==> src/rtl/avgpool_seq_if.sv <==
// Operand/result bundle between the pooling sequencer and its environment
// (pooling buffer, sacc accumulator/divider, downstream consumer).
interface avgpool_seq_if #(
  parameter int unsigned WLEN_W = 8
);
  localparam int unsigned DATA_W = 16;

  logic              start;
  logic [WLEN_W-1:0] win_len;
  logic [DATA_W-1:0] in_data;
  logic              in_valid;
  logic              in_ready;
  logic [DATA_W-1:0] tmp_sum;
  logic [DATA_W-1:0] acc_data;
  logic              data_ready;
  logic              acc_rfd;
  logic [DATA_W-1:0] sum_in;
  logic              sum_ready;
  logic              div_en;
  logic [DATA_W-1:0] pool_in;
  logic              pool_ready;
  logic [DATA_W-1:0] out_data;
  logic              out_valid;
  logic              out_ready;
  logic              busy;
  logic              err;

  // Sequencer side
  modport slave (
    input  start, win_len, in_data, in_valid, acc_rfd, sum_in, sum_ready,
           pool_in, pool_ready, out_ready,
    output in_ready, tmp_sum, acc_data, data_ready, div_en, out_data,
           out_valid, busy, err
  );

  // Environment side
  modport master (
    output start, win_len, in_data, in_valid, acc_rfd, sum_in, sum_ready,
           pool_in, pool_ready, out_ready,
    input  in_ready, tmp_sum, acc_data, data_ready, div_en, out_data,
           out_valid, busy, err
  );
endinterface

==> src/rtl/avgpool_seq.sv <==
// Serial operand sequencer for the FP16 average-pooling accumulator/divider.
// Define AVGPOOL_TIMEOUT_EN to add a watchdog that aborts stalled waits.
module avgpool_seq #(
  parameter int unsigned WLEN_W  = 8,
  parameter int unsigned TIMEOUT = 64
) (
  input logic          clk,
  input logic          rst,
  avgpool_seq_if.slave bus
);
  localparam int unsigned DATA_W = 16;

  typedef enum logic [2:0] {
    S_IDLE,
    S_FETCH,
    S_WAIT_SUM,
    S_DIV,
    S_WAIT_DIV,
    S_OUT
  } state_t;

  if (TIMEOUT == 0) begin : g_timeout_chk
    $error("avgpool_seq: TIMEOUT must be nonzero");
  end

  state_t            state, state_d;
  logic [WLEN_W-1:0] len_q, len_d;
  logic [WLEN_W-1:0] cnt_q, cnt_d;
  logic [DATA_W-1:0] sum_q, sum_d;
  logic [DATA_W-1:0] tmp_sum_q, tmp_sum_d;
  logic [DATA_W-1:0] acc_q, acc_d;
  logic [DATA_W-1:0] out_q, out_d;
  logic              data_ready_q, data_ready_d;
  logic              div_en_q, div_en_d;
  logic              out_valid_q, out_valid_d;
  logic              busy_q;
  logic              take;

  assign take = (state == S_FETCH) && bus.in_valid && bus.acc_rfd;

`ifdef AVGPOOL_TIMEOUT_EN
  localparam int unsigned WD_W = $clog2(TIMEOUT + 1);

  logic [WD_W-1:0] wd_q, wd_d;
  logic            err_q, err_d;
  logic            wd_expired;

  assign wd_expired = (wd_q == WD_W'(TIMEOUT - 1));
`endif

  // Next-state and next-register values
  always_comb begin
    state_d      = state;
    len_d        = len_q;
    cnt_d        = cnt_q;
    sum_d        = sum_q;
    tmp_sum_d    = tmp_sum_q;
    acc_d        = acc_q;
    out_d        = out_q;
    data_ready_d = 1'b0;
    div_en_d     = 1'b0;
    out_valid_d  = out_valid_q;
`ifdef AVGPOOL_TIMEOUT_EN
    wd_d         = wd_q;
    err_d        = 1'b0;
`endif
    unique case (state)
      S_IDLE: begin
        if (bus.start && (bus.win_len != '0)) begin
          len_d   = bus.win_len;
          sum_d   = '0;
          cnt_d   = '0;
          state_d = S_FETCH;
        end
      end
      S_FETCH: begin
        if (take) begin
          acc_d        = bus.in_data;
          tmp_sum_d    = sum_q;
          data_ready_d = 1'b1;
          state_d      = S_WAIT_SUM;
`ifdef AVGPOOL_TIMEOUT_EN
          wd_d         = '0;
`endif
        end
      end
      S_WAIT_SUM: begin
        // One element in flight: the next operand needs this sum fed back
        if (bus.sum_ready) begin
          sum_d   = bus.sum_in;
          cnt_d   = WLEN_W'(cnt_q + 1'b1);
          state_d = (WLEN_W'(cnt_q + 1'b1) == len_q) ? S_DIV : S_FETCH;
        end
`ifdef AVGPOOL_TIMEOUT_EN
        else if (wd_expired) begin
          err_d   = 1'b1;
          sum_d   = '0;
          state_d = S_IDLE;
        end else begin
          wd_d = WD_W'(wd_q + 1'b1);
        end
`endif
      end
      S_DIV: begin
        acc_d    = sum_q;
        div_en_d = 1'b1;
        state_d  = S_WAIT_DIV;
`ifdef AVGPOOL_TIMEOUT_EN
        wd_d     = '0;
`endif
      end
      S_WAIT_DIV: begin
        // acc_data stays on the dividend; the divider samples it late
        if (bus.pool_ready) begin
          out_d       = bus.pool_in;
          out_valid_d = 1'b1;
          state_d     = S_OUT;
        end
`ifdef AVGPOOL_TIMEOUT_EN
        else if (wd_expired) begin
          err_d   = 1'b1;
          sum_d   = '0;
          state_d = S_IDLE;
        end else begin
          wd_d = WD_W'(wd_q + 1'b1);
        end
`endif
      end
      S_OUT: begin
        if (bus.out_ready) begin
          out_valid_d = 1'b0;
          state_d     = S_IDLE;
        end
      end
      default: state_d = S_IDLE;
    endcase
  end

  always_ff @(posedge clk or posedge rst) begin
    if (rst) begin
      state        <= S_IDLE;
      len_q        <= '0;
      cnt_q        <= '0;
      sum_q        <= '0;
      tmp_sum_q    <= '0;
      acc_q        <= '0;
      out_q        <= '0;
      data_ready_q <= 1'b0;
      div_en_q     <= 1'b0;
      out_valid_q  <= 1'b0;
      busy_q       <= 1'b0;
    end else begin
      state        <= state_d;
      len_q        <= len_d;
      cnt_q        <= cnt_d;
      sum_q        <= sum_d;
      tmp_sum_q    <= tmp_sum_d;
      acc_q        <= acc_d;
      out_q        <= out_d;
      data_ready_q <= data_ready_d;
      div_en_q     <= div_en_d;
      out_valid_q  <= out_valid_d;
      busy_q       <= (state_d != S_IDLE);
    end
  end

`ifdef AVGPOOL_TIMEOUT_EN
  always_ff @(posedge clk or posedge rst) begin
    if (rst) begin
      wd_q  <= '0;
      err_q <= 1'b0;
    end else begin
      wd_q  <= wd_d;
      err_q <= err_d;
    end
  end

  assign bus.err = err_q;
`else
  assign bus.err = 1'b0;
`endif

  // in_ready follows the accumulator's readiness combinationally in FETCH
  assign bus.in_ready   = (state == S_FETCH) && bus.acc_rfd;
  assign bus.tmp_sum    = tmp_sum_q;
  assign bus.acc_data   = acc_q;
  assign bus.data_ready = data_ready_q;
  assign bus.div_en     = div_en_q;
  assign bus.out_data   = out_q;
  assign bus.out_valid  = out_valid_q;
  assign bus.busy       = busy_q;

endmodule

==> src/flat_wrapper.sv <==
// flat-port wrapper written by rule: the top's interface ports become plain ports
module avgpool_seq_flat 
#(
  parameter int unsigned WLEN_W  = 8,
  parameter int unsigned TIMEOUT = 64
)
  (clk, rst, bus_start, bus_win_len, bus_in_data, bus_in_valid, bus_acc_rfd, bus_sum_in, bus_sum_ready, bus_pool_in, bus_pool_ready, bus_out_ready, bus_in_ready, bus_tmp_sum, bus_acc_data, bus_data_ready, bus_div_en, bus_out_data, bus_out_valid, bus_busy, bus_err);
  avgpool_seq_if #(.WLEN_W(WLEN_W)) bus_i ();
  input logic clk;
  input logic rst;
  input wire logic [$bits(bus_i.start)-1:0] bus_start;
  input wire logic [$bits(bus_i.win_len)-1:0] bus_win_len;
  input wire logic [$bits(bus_i.in_data)-1:0] bus_in_data;
  input wire logic [$bits(bus_i.in_valid)-1:0] bus_in_valid;
  input wire logic [$bits(bus_i.acc_rfd)-1:0] bus_acc_rfd;
  input wire logic [$bits(bus_i.sum_in)-1:0] bus_sum_in;
  input wire logic [$bits(bus_i.sum_ready)-1:0] bus_sum_ready;
  input wire logic [$bits(bus_i.pool_in)-1:0] bus_pool_in;
  input wire logic [$bits(bus_i.pool_ready)-1:0] bus_pool_ready;
  input wire logic [$bits(bus_i.out_ready)-1:0] bus_out_ready;
  output wire logic [$bits(bus_i.in_ready)-1:0] bus_in_ready;
  output wire logic [$bits(bus_i.tmp_sum)-1:0] bus_tmp_sum;
  output wire logic [$bits(bus_i.acc_data)-1:0] bus_acc_data;
  output wire logic [$bits(bus_i.data_ready)-1:0] bus_data_ready;
  output wire logic [$bits(bus_i.div_en)-1:0] bus_div_en;
  output wire logic [$bits(bus_i.out_data)-1:0] bus_out_data;
  output wire logic [$bits(bus_i.out_valid)-1:0] bus_out_valid;
  output wire logic [$bits(bus_i.busy)-1:0] bus_busy;
  output wire logic [$bits(bus_i.err)-1:0] bus_err;
  assign bus_i.start = bus_start;
  assign bus_i.win_len = bus_win_len;
  assign bus_i.in_data = bus_in_data;
  assign bus_i.in_valid = bus_in_valid;
  assign bus_i.acc_rfd = bus_acc_rfd;
  assign bus_i.sum_in = bus_sum_in;
  assign bus_i.sum_ready = bus_sum_ready;
  assign bus_i.pool_in = bus_pool_in;
  assign bus_i.pool_ready = bus_pool_ready;
  assign bus_i.out_ready = bus_out_ready;
  assign bus_in_ready = bus_i.in_ready;
  assign bus_tmp_sum = bus_i.tmp_sum;
  assign bus_acc_data = bus_i.acc_data;
  assign bus_data_ready = bus_i.data_ready;
  assign bus_div_en = bus_i.div_en;
  assign bus_out_data = bus_i.out_data;
  assign bus_out_valid = bus_i.out_valid;
  assign bus_busy = bus_i.busy;
  assign bus_err = bus_i.err;
  avgpool_seq #(.WLEN_W(WLEN_W), .TIMEOUT(TIMEOUT)) u_core (.clk(clk), .rst(rst), .bus(bus_i));
endmodule
==> config.mk <==
export PLATFORM = sky130hd
export DESIGN_NAME = avgpool_seq_flat
export DESIGN_NICKNAME = d
export VERILOG_FILES = /design/src/rtl/avgpool_seq_if.sv /design/src/rtl/avgpool_seq.sv /design/src/flat_wrapper.sv
export SDC_FILE = /design/constraint.sdc
export NUM_CORES = 1
export LEC_CHECK = 0
export ABC_AREA = 0
export ABC_CLOCK_PERIOD_IN_PS = 7900
export CAP_MARGIN = 25
export CORE_MARGIN = 8
export CORE_UTILIZATION = 42
export DETAILED_ROUTE_END_ITERATION = 7
export PLACE_DENSITY = 0.7
export SLEW_MARGIN = 10
export SYNTH_ARGS = -nofsm -noshare
export SYNTH_HDL_FRONTEND = slang
export SYNTH_SLANG_ARGS = --single-unit
==> constraint.sdc <==
create_clock -name clk -period 7.9 [get_ports clk]
set_clock_uncertainty 0.2 [all_clocks]
set_input_delay 1.58 -clock clk [delete_from_list [all_inputs] [get_ports clk]]
set_output_delay 1.58 -clock clk [all_outputs]
set_load 0.005 [all_outputs]
==> results_tabular.tex, run 1 <==
\begin{tabular}{lr}
\hline
Metric & Value \\
\hline
\multicolumn{2}{l}{\textbf{Layout}} \\
\quad Synthesis-to-finish area growth & 38.0\% \\
\quad Total inserted antenna cells & 0 \\
\quad Number of nets at the end of the flow & 549 \\
\quad Post-route cell area & about 0.0053 mm\^{}2 \\
\quad Share of final-layout standard cells stronger than drive strength 1 & 0.0982 \\
\multicolumn{2}{l}{\textbf{Hold path}} \\
\quad Classification of the worst-slack hold path & reg -> reg \\
\quad Hold Startpoint & u\_core.bus.tmp\_sum[14] \\
\quad Hold-critical path depth & 2 \\
\quad Worst hold path endpoint & u\_core.bus.tmp\_sum[14] \\
\multicolumn{2}{l}{\textbf{Setup path}} \\
\quad Maximum fanout encountered on the critical timing path & 2 \\
\quad Category of the worst setup path launch point & input port \\
\quad Worst flop-to-flop path startpoint & u\_core.state[0] \\
\quad Reg-to-reg endpoint & u\_core.bus.acc\_data[1] \\
\quad Worst reg-to-reg path cell count & 5 \\
\quad Crit. End Element & output port \\
\quad Worst setup path category & in -> out \\
\quad Signal arrival time at the worst endpoint & about 2800 ps \\
\quad Critical path data required time & 6120 ps \\
\quad R2R setup slack & 5460 ps \\
\multicolumn{2}{l}{\textbf{Logic synthesis}} \\
\quad Leading area contributor after synthesis & sky130\_fd\_sc\_hd\_\_dfrtp\_1 \\
\quad Cell types with the largest area share after synthesis & sky130\_fd\_sc\_hd\_\_dfrtp\_1, sky130\_fd\_sc\_hd\_\_nand2\_1, sky130\_fd\_sc\_hd\_\_mux2\_2 \\
\quad Share of the synthesized area in compound gates (AO/OA/AOI/OAI) & 0.122 \\
\quad Total standard cell area after synthesis & $\sim$0.0038 mm\^{}2 \\
\quad Synth unique cells & 45 \\
\quad Mapped Cells & between 300 and 400 \\
\quad Synthesized netlist net count & 442 \\
\quad Share of Yosys cell area claimed by the top area cell type & 0.569 \\
\quad EDFF count, synth & 0 \\
\quad Syn avg cell area & 10.1 um\^{}2 \\
\quad Multiplexer area fraction after synthesis & 0.0608 \\
\quad Largest family of logic cells by synthesized area & simple AND/OR/NAND/NOR gates \\
\quad Parity-gate share of the synthesized area counting xor and xnor cells & 0.0206 \\
\quad Flops \& latches, synth & 87 \\
\quad Fraction of the yosys area taken by sequential cells & 0.569 \\
\quad Main flop type after synthesis & sky130\_fd\_sc\_hd\_\_dfrtp\_1 \\
\quad Share of async-settable or async-resettable flops after synthesis & 1.00 \\
\quad Synth warnings & 0 \\
\quad Most common cell in the netlist & sky130\_fd\_sc\_hd\_\_nand2\_1 \\
\quad Most frequent cells after synthesis & sky130\_fd\_sc\_hd\_\_nand2\_1, sky130\_fd\_sc\_hd\_\_dfrtp\_1, sky130\_fd\_sc\_hd\_\_nor2\_1 \\
\quad Post-synthesis share of cell area spent on and, or, nand and nor gates & 0.186 \\
\quad Adder and majority cell fraction of the synthesized area & 0.00327 \\
\multicolumn{2}{l}{\textbf{Clocking}} \\
\quad CTS Root Cell & sky130\_fd\_sc\_hd\_\_clkbuf\_8 \\
\quad Later-pin clock latency in the skew report & 360 ps \\
\quad Clock Tree Buf Depth & 2 \\
\quad Post-CTS Setup Repair Bufs & 0 \\
\quad Clock-pin slew reported for the worst setup and hold paths after clock tree synthesis & about 90 ps \\
\quad CTS tree & yes \\
\quad H-Tree Depth & 3 \\
\quad Clock buffer count from CTS & 9 \\
\quad Hold-fix buffers at CTS & 0 \\
\quad Total number of clock tree sinks & 87 \\
\quad Quantity of gates resized following cts & 0 \\
\multicolumn{2}{l}{\textbf{STA}} \\
\quad Fin. Hold Viols & 0 \\
\quad Final sum of negative setup slack & 0 ps \\
\quad Max transition margin & 0.395 \\
\quad Transition time of the tightest slew-check pin & between 900 and 1000 ps \\
\quad Total setup violations reported at the end of the flow & 0 \\
\quad Highest Clock Rate & 218 MHz \\
\quad Final worst hold slack & 288 ps \\
\quad Final clock period utilization by the worst path & 0.582 \\
\quad Fin crit period & 4590 ps \\
\quad Fin. max-slew vios & 0 \\
\quad RSZ-0062 raised after global routing & no \\
\multicolumn{2}{l}{\textbf{Power}} \\
\quad Power share of the combinational group & 0.388 \\
\quad Power density cells & roughly 340 mW/mm\^{}2 \\
\quad Switching share of power & 0.326 \\
\quad Sequential Power Share & 0.431 \\
\quad Static leakage power & 2.44 nW \\
\quad Largest voltage drop on the vdd net & 135 uV \\
\quad Total power after layout & 1.77 mW \\
\quad Part of the total power dissipated in the clock network & 0.181 \\
\quad Internal & 1.19 mW \\
\quad Power dissipated by switching net loads & 579 uW \\
\multicolumn{2}{l}{\textbf{Routing}} \\
\quad Vias & 3,122 \\
\quad Wire length reported by the detailed router & 9800 um \\
\quad Number of vias per cell after detailed routing & approximately 5.2 \\
\quad First-iteration detailed-routing DRC count & about 140 \\
\quad Wirelength per Cell & 16.3 um \\
\quad Antenna-violating nets left & 0 \\
\quad Initial DRT Pass Iterations & 4 \\
\quad Number of design rule violations left after detail routing & 0 \\
\multicolumn{2}{l}{\textbf{Die}} \\
\quad Die extent in y & 111 um \\
\quad Initial Utilization & 0.424 \\
\quad Width of the die & 111 um \\
\quad Number of placed I/O pins & 118 \\
\quad Total core area & approximately 0.009 mm\^{}2 \\
\quad Row count & 35 \\
\quad Die Footprint & 0.0124 mm\^{}2 \\
\multicolumn{2}{l}{\textbf{Outcome}} \\
\quad Run status & complete, no violations \\
\multicolumn{2}{l}{\textbf{Placed design}} \\
\quad Port-buffer cells & 116 \\
\quad Final RePlAce weighted congestion & $\sim$0.78 \\
\quad DP Wirelength & 7020 um \\
\quad Placed standard-cell area & 0.00507 mm\^{}2 \\
\multicolumn{2}{l}{\textbf{Global route}} \\
\quad Initial antenna violation count & 0 \\
\quad Pin count of the biggest net entering global routing & 51 \\
\quad Global-route wire length before repair & around 16,000 um \\
\quad Total routing resource utilization after global routing & 0.157 \\
\quad Via count of the first global-routing pass & 3,168 \\
\quad Leftover overflow at the end of global routing & 0 \\
\multicolumn{2}{l}{\textbf{Flow run}} \\
\quad Max Cap Violations & 0 \\
\hline
\end{tabular}
==> sequential cells by signal, indices dropped and copies added, names as in the netlist, 3 cells and up <==
signal and cells:
u_core.len_q 8, u_core.bus.acc_data 16, u_core.sum_q 16, u_core.state 3, u_core.cnt_q 8, u_core.bus.tmp_sum 16
u_core.bus.out_data 16
==> cell type report <==
| type | count | area (um^2) |
|---|---|---|
| fillers | 796 | 3740 |
| clock buffers | 9 | 124 |
| clock inverters | 7 | 80.1 |
| repair buffers | 120 | 1210 |
| multi-input cells | 260 | 1520 |
| well taps | 111 | 139 |
| flip-flops and latches | 87 | 2180 |
| inverters | 6 | 23.8 |
==> worst max path at each step <==
stage | depth (start not counted) | slack [ps] | endpoint | start
finish | 3 | 3310 | bus_in_ready | bus_acc_rfd
global route | 3 | 3270 | bus_in_ready | bus_acc_rfd
CTS | 3 | 3290 | bus_in_ready | bus_acc_rfd
detailed placement | 3 | 3290 | bus_in_ready | bus_acc_rfd
global placement | 3 | 3320 | bus_in_ready | bus_acc_rfd
floorplan | 1 | 3870 | u_core.bus.acc_data[0] | rst
==> metal layers <==
metal  global-route usage  part of all wire  wire (um)  vias up
met1                0.195              0.43       4250     1541
li1                     -                 -          -     1489
met5                    0                 0          0        -
met4               0.0711             0.019        182        0
met2                0.258              0.50       4900       79
met3               0.0306             0.048        473       13
==> worst max-delay path, stage by stage <==
cell                              delay [ps]
sky130_fd_sc_hd__clkdlybuf4s50_1         460
sky130_fd_sc_hd__and4bb_4                260
sky130_fd_sc_hd__clkdlybuf4s50_1         510
==> through the flow <==
step	setup WS, ps	std cells	utilization
detailed placement	3290	584	0.563
global placement	3320	583	0.560
global route	3270	600	0.585
CTS	3290	600	0.585
floorplan	3870	377	-
finish	3310	600	0.585
==> power groups by stage <==
stage | clock network, mW | logic, mW | registers [mW]
2_1_floorplan | 0 | 0.330 | 0.751
5_1_grt | 0.348 | 0.754 | 0.791
3_3_place_gp | 0 | 0.682 | 0.765
6_report | 0.322 | 0.687 | 0.764
4_1_cts | 0.330 | 0.702 | 0.767
3_5_place_dp | 0 | 0.699 | 0.776
==> kinds of logic (layout without fill, tap and decap cells) <==
family,Yosys count,in the layout
and+or+nand+nor,163,163
DFF,87,87
AOI/OAI and AO/OA,65,65
buffers and inverters,30,142
muxes,21,21
xor gates and xnor gates,9,9
adders and majority gates,1,1
other,1,1
==> cell usage in the layout, fill, tap and decap left out, drive strengths merged, types with 2 or more instances in the layout <==
cell type	instances
xor2	4
nor3b	2
o21ai	9
nand3	4
a22o	18
or4	2
buf	4
mux2i	3
mux2	18
dfrtp	87
clkbuf	9
nand2	117
nand3b	2
clkdlybuf4s50	116
nand4	3
a21oi	6
a31oi	17
nor2	24
o22ai	3
xnor2	5
nor2b	2
a21o	4
clkinv	3
inv	8
(Power assumes the default switching activity.)
==> run 2, diff against run 1 <==
--- a/config.mk
+++ b/config.mk
@@ -6,12 +6,12 @@
 export NUM_CORES = 1
 export LEC_CHECK = 0
 export ABC_AREA = 0
-export ABC_CLOCK_PERIOD_IN_PS = 7900
+export ABC_CLOCK_PERIOD_IN_PS = 3700
 export CAP_MARGIN = 25
 export CORE_MARGIN = 8
 export CORE_UTILIZATION = 42
 export DETAILED_ROUTE_END_ITERATION = 7
-export PLACE_DENSITY = 0.7
+export PLACE_DENSITY = 0.73
 export SLEW_MARGIN = 10
 export SYNTH_ARGS = -nofsm -noshare
 export SYNTH_HDL_FRONTEND = slang
==> constraint.sdc (replaced) <==
create_clock -name clk -period 3.7 [get_ports clk]
set_clock_uncertainty 0.2 [all_clocks]
set_input_delay 0.74 -clock clk [delete_from_list [all_inputs] [get_ports clk]]
set_output_delay 0.74 -clock clk [all_outputs]
set_load 0.005 [all_outputs]
==> results_tabular.tex, run 2 (synthesis results as in run 1) <==
\begin{tabular}{lr}
\hline
Metric & Value \\
\hline
\multicolumn{2}{l}{\textbf{STA}} \\
\quad Fin. max-slew vios & 0 (unchanged) \\
\quad Total setup violations reported at the end of the flow & 0 (unchanged) \\
\quad Transition time of the tightest slew-check pin & 796 ps (was 906 ps) \\
\quad Slack of the critical path & 802 ps (was 3310 ps) \\
\quad Highest Clock Rate & 345 MHz \\
\quad Final sum of negative setup slack & 0 ps (unchanged) \\
\quad Fin. Hold Viols & 0 (unchanged) \\
\quad Max transition margin & 0.469 (was 0.395) \\
\quad Final clock period utilization by the worst path & 0.783 \\
\quad RSZ-0062 raised after global routing & no (unchanged) \\
\quad Fin crit period & 2900 ps \\
\multicolumn{2}{l}{\textbf{Routing}} \\
\quad Wirelength per Cell & 16.2 um (was 16.3 um) \\
\quad Antenna-violating nets left & 0 (unchanged) \\
\quad Vias & 3,055 (was 3,122) \\
\quad Initial DRT Pass Iterations & 6 (was 4) \\
\quad Number of design rule violations left after detail routing & 0 (unchanged) \\
\quad Wire length reported by the detailed router & 9750 um (was 9800 um) \\
\quad Number of vias per cell after detailed routing & 5.09 (was 5.20) \\
\quad First-iteration detailed-routing DRC count & 122 (was 138) \\
\multicolumn{2}{l}{\textbf{Clocking}} \\
\quad CTS tree & yes (unchanged) \\
\quad Quantity of gates resized following cts & 0 (unchanged) \\
\quad H-Tree Depth & 3 (unchanged) \\
\quad Clock buffer count from CTS & 9 (unchanged) \\
\quad Later-pin clock latency in the skew report & 350 ps (was 360 ps) \\
\quad Clock Tree Buf Depth & 2 (unchanged) \\
\quad Hold-fix buffers at CTS & 0 (unchanged) \\
\quad CTS Root Cell & sky130\_fd\_sc\_hd\_\_clkbuf\_8 (unchanged) \\
\quad Post-CTS Setup Repair Bufs & 0 (unchanged) \\
\quad Total number of clock tree sinks & 87 (unchanged) \\
\quad Clock-pin slew reported for the worst setup and hold paths after clock tree synthesis & 100 ps (was 90 ps) \\
\multicolumn{2}{l}{\textbf{Power}} \\
\quad Static leakage power & 2.45 nW (was 2.44 nW) \\
\quad Power density cells & 728 mW/mm\^{}2 (was 336 mW/mm\^{}2) \\
\quad Largest voltage drop on the vdd net & 249 uV (was 135 uV) \\
\multicolumn{2}{l}{\textbf{Die}} \\
\quad Total core area & 0.00902 mm\^{}2 (unchanged) \\
\quad Width of the die & 111 um (unchanged) \\
\quad Row count & 35 (unchanged) \\
\quad Initial Utilization & 0.424 (unchanged) \\
\quad Number of placed I/O pins & 118 (unchanged) \\
\quad Die extent in y & 111 um (unchanged) \\
\quad Die Footprint & 0.0124 mm\^{}2 (unchanged) \\
\multicolumn{2}{l}{\textbf{Setup path}} \\
\quad Signal arrival time at the worst endpoint & 1960 ps (was 2810 ps) \\
\quad Maximum fanout encountered on the critical timing path & 2 (unchanged) \\
\quad Crit. End Element & output port (unchanged) \\
\quad Worst flop-to-flop path startpoint & u\_core.state[0] (unchanged) \\
\quad Worst setup path category & in -> out (unchanged) \\
\quad R2R setup slack & 1310 ps (was 5460 ps) \\
\quad Reg-to-reg endpoint & u\_core.bus.acc\_data[4] (was u\_core.bus.acc\_data[1]) \\
\quad Critical path data required time & 2760 ps (was 6120 ps) \\
\quad Worst reg-to-reg path cell count & 5 (unchanged) \\
\quad Category of the worst setup path launch point & input port (unchanged) \\
\multicolumn{2}{l}{\textbf{Global route}} \\
\quad Leftover overflow at the end of global routing & 0 (unchanged) \\
\quad Total routing resource utilization after global routing & 0.157 (about the same) \\
\quad Global-route wire length before repair & 16,100 um (was 16,000 um) \\
\quad Initial antenna violation count & 0 (unchanged) \\
\quad Pin count of the biggest net entering global routing & 38 (was 51) \\
\quad Via count of the first global-routing pass & 3,154 (was 3,168) \\
\multicolumn{2}{l}{\textbf{Placed design}} \\
\quad Pre-CTS WS & 643 ps (was 3290 ps) \\
\quad DP Wirelength & 7230 um (was 7020 um) \\
\quad Final RePlAce weighted congestion & 0.836 (was 0.780) \\
\quad Port-buffer cells & 116 (unchanged) \\
\multicolumn{2}{l}{\textbf{Layout}} \\
\quad Finished Core Util & 0.586 (was 0.585) \\
\quad Most used cells in the layout excluding fill and tap cells & sky130\_fd\_sc\_hd\_\_nand2\_1, sky130\_fd\_sc\_hd\_\_clkdlybuf4s50\_1, sky130\_fd\_sc\_hd\_\_dfrtp\_1 (unchanged) \\
\quad Synthesis-to-finish area growth & 38.2\% (was 38.0\%) \\
\quad Total inserted antenna cells & 0 (unchanged) \\
\quad Number of nets at the end of the flow & 550 (was 549) \\
\quad Share of final-layout standard cells stronger than drive strength 1 & 0.0982 (unchanged) \\
\multicolumn{2}{l}{\textbf{Flow run}} \\
\quad Max Cap Violations & 0 (unchanged) \\
\multicolumn{2}{l}{\textbf{Outcome}} \\
\quad Run status & complete, no violations (unchanged) \\
\multicolumn{2}{l}{\textbf{Hold path}} \\
\quad Worst hold path endpoint & u\_core.bus.tmp\_sum[5] (was u\_core.bus.tmp\_sum[14]) \\
\quad Classification of the worst-slack hold path & reg -> reg (unchanged) \\
\quad Hold-critical path depth & 2 (unchanged) \\
\quad Hold Startpoint & u\_core.bus.tmp\_sum[5] (was u\_core.bus.tmp\_sum[14]) \\
\hline
\end{tabular}
[run 2: cell types whose count changed in the layout (fill, tap and decap cells not counted), sizes merged]
cell,change
clkinv,-2
buf,+1
bufinv,+1
clkbuf,+1
clkinvlp,-1
[run 2: metal layers]
metal  share of wire  global-route usage  vias to the layer above
met4           0.019              0.0658                        0
met3           0.047              0.0296                       13
met5               0                   0                        -
met2            0.50               0.262                       78
met1            0.44               0.195                     1467
li1                -                   -                     1497
[run 2: critical path, cell delays in order]
cell and delay (ps):
sky130_fd_sc_hd__clkdlybuf4s50_1 460, sky130_fd_sc_hd__and4bb_4 260, sky130_fd_sc_hd__clkdlybuf4s50_1 500
[run 2: stage by stage]
| step | hold slack [ps] | total power, mW | instance area [um^2] | instances |
|---|---|---|---|---|
| 5_1_grt | 313 | 4.11 | 5290 | 600 |
| 4_1_cts | 290 | 3.90 | 5290 | 600 |
| 6_report | 286 | 3.85 | 5290 | 600 |
| 3_5_place_dp | 267 | 3.14 | 5060 | 585 |
| 2_1_floorplan | 262 | 2.31 | 3830 | 377 |
| 3_3_place_gp | 260 | 3.09 | 5060 | 585 |
[run 2: worst max path at each step]
stage / cells past startpoint / slack (ps) / endpoint / start
after floorplan: 1 / 510 / u_core.bus.acc_data[0] / rst
after detailed placement: 6 / 640 / u_core.state[0] / bus_win_len[4]
final: 3 / 800 / bus_in_ready / bus_acc_rfd
after global placement: 6 / 670 / u_core.state[0] / bus_win_len[4]
after CTS: 3 / 800 / bus_in_ready / bus_acc_rfd
after global routing: 3 / 790 / bus_in_ready / bus_acc_rfd
[run 2: cell type report]
cell class	count	area, um^2
multi-input combinational	260	1520
timing repair buffer	121	1200
fill	793	3730
clock inverter	5	88.8
clock buffer	10	138
sequential	87	2180
inverter	6	23.8
tap	111	139
[run 2: power by group]
part / switching (mW) / internal [mW] / total, mW / leakage (nW)
clock: 0.348 / 0.405 / 0.753 / 0.115
combinational: 0.584 / 0.883 / 1.47 / 1.21
sequential: 0.283 / 1.35 / 1.63 / 1.13
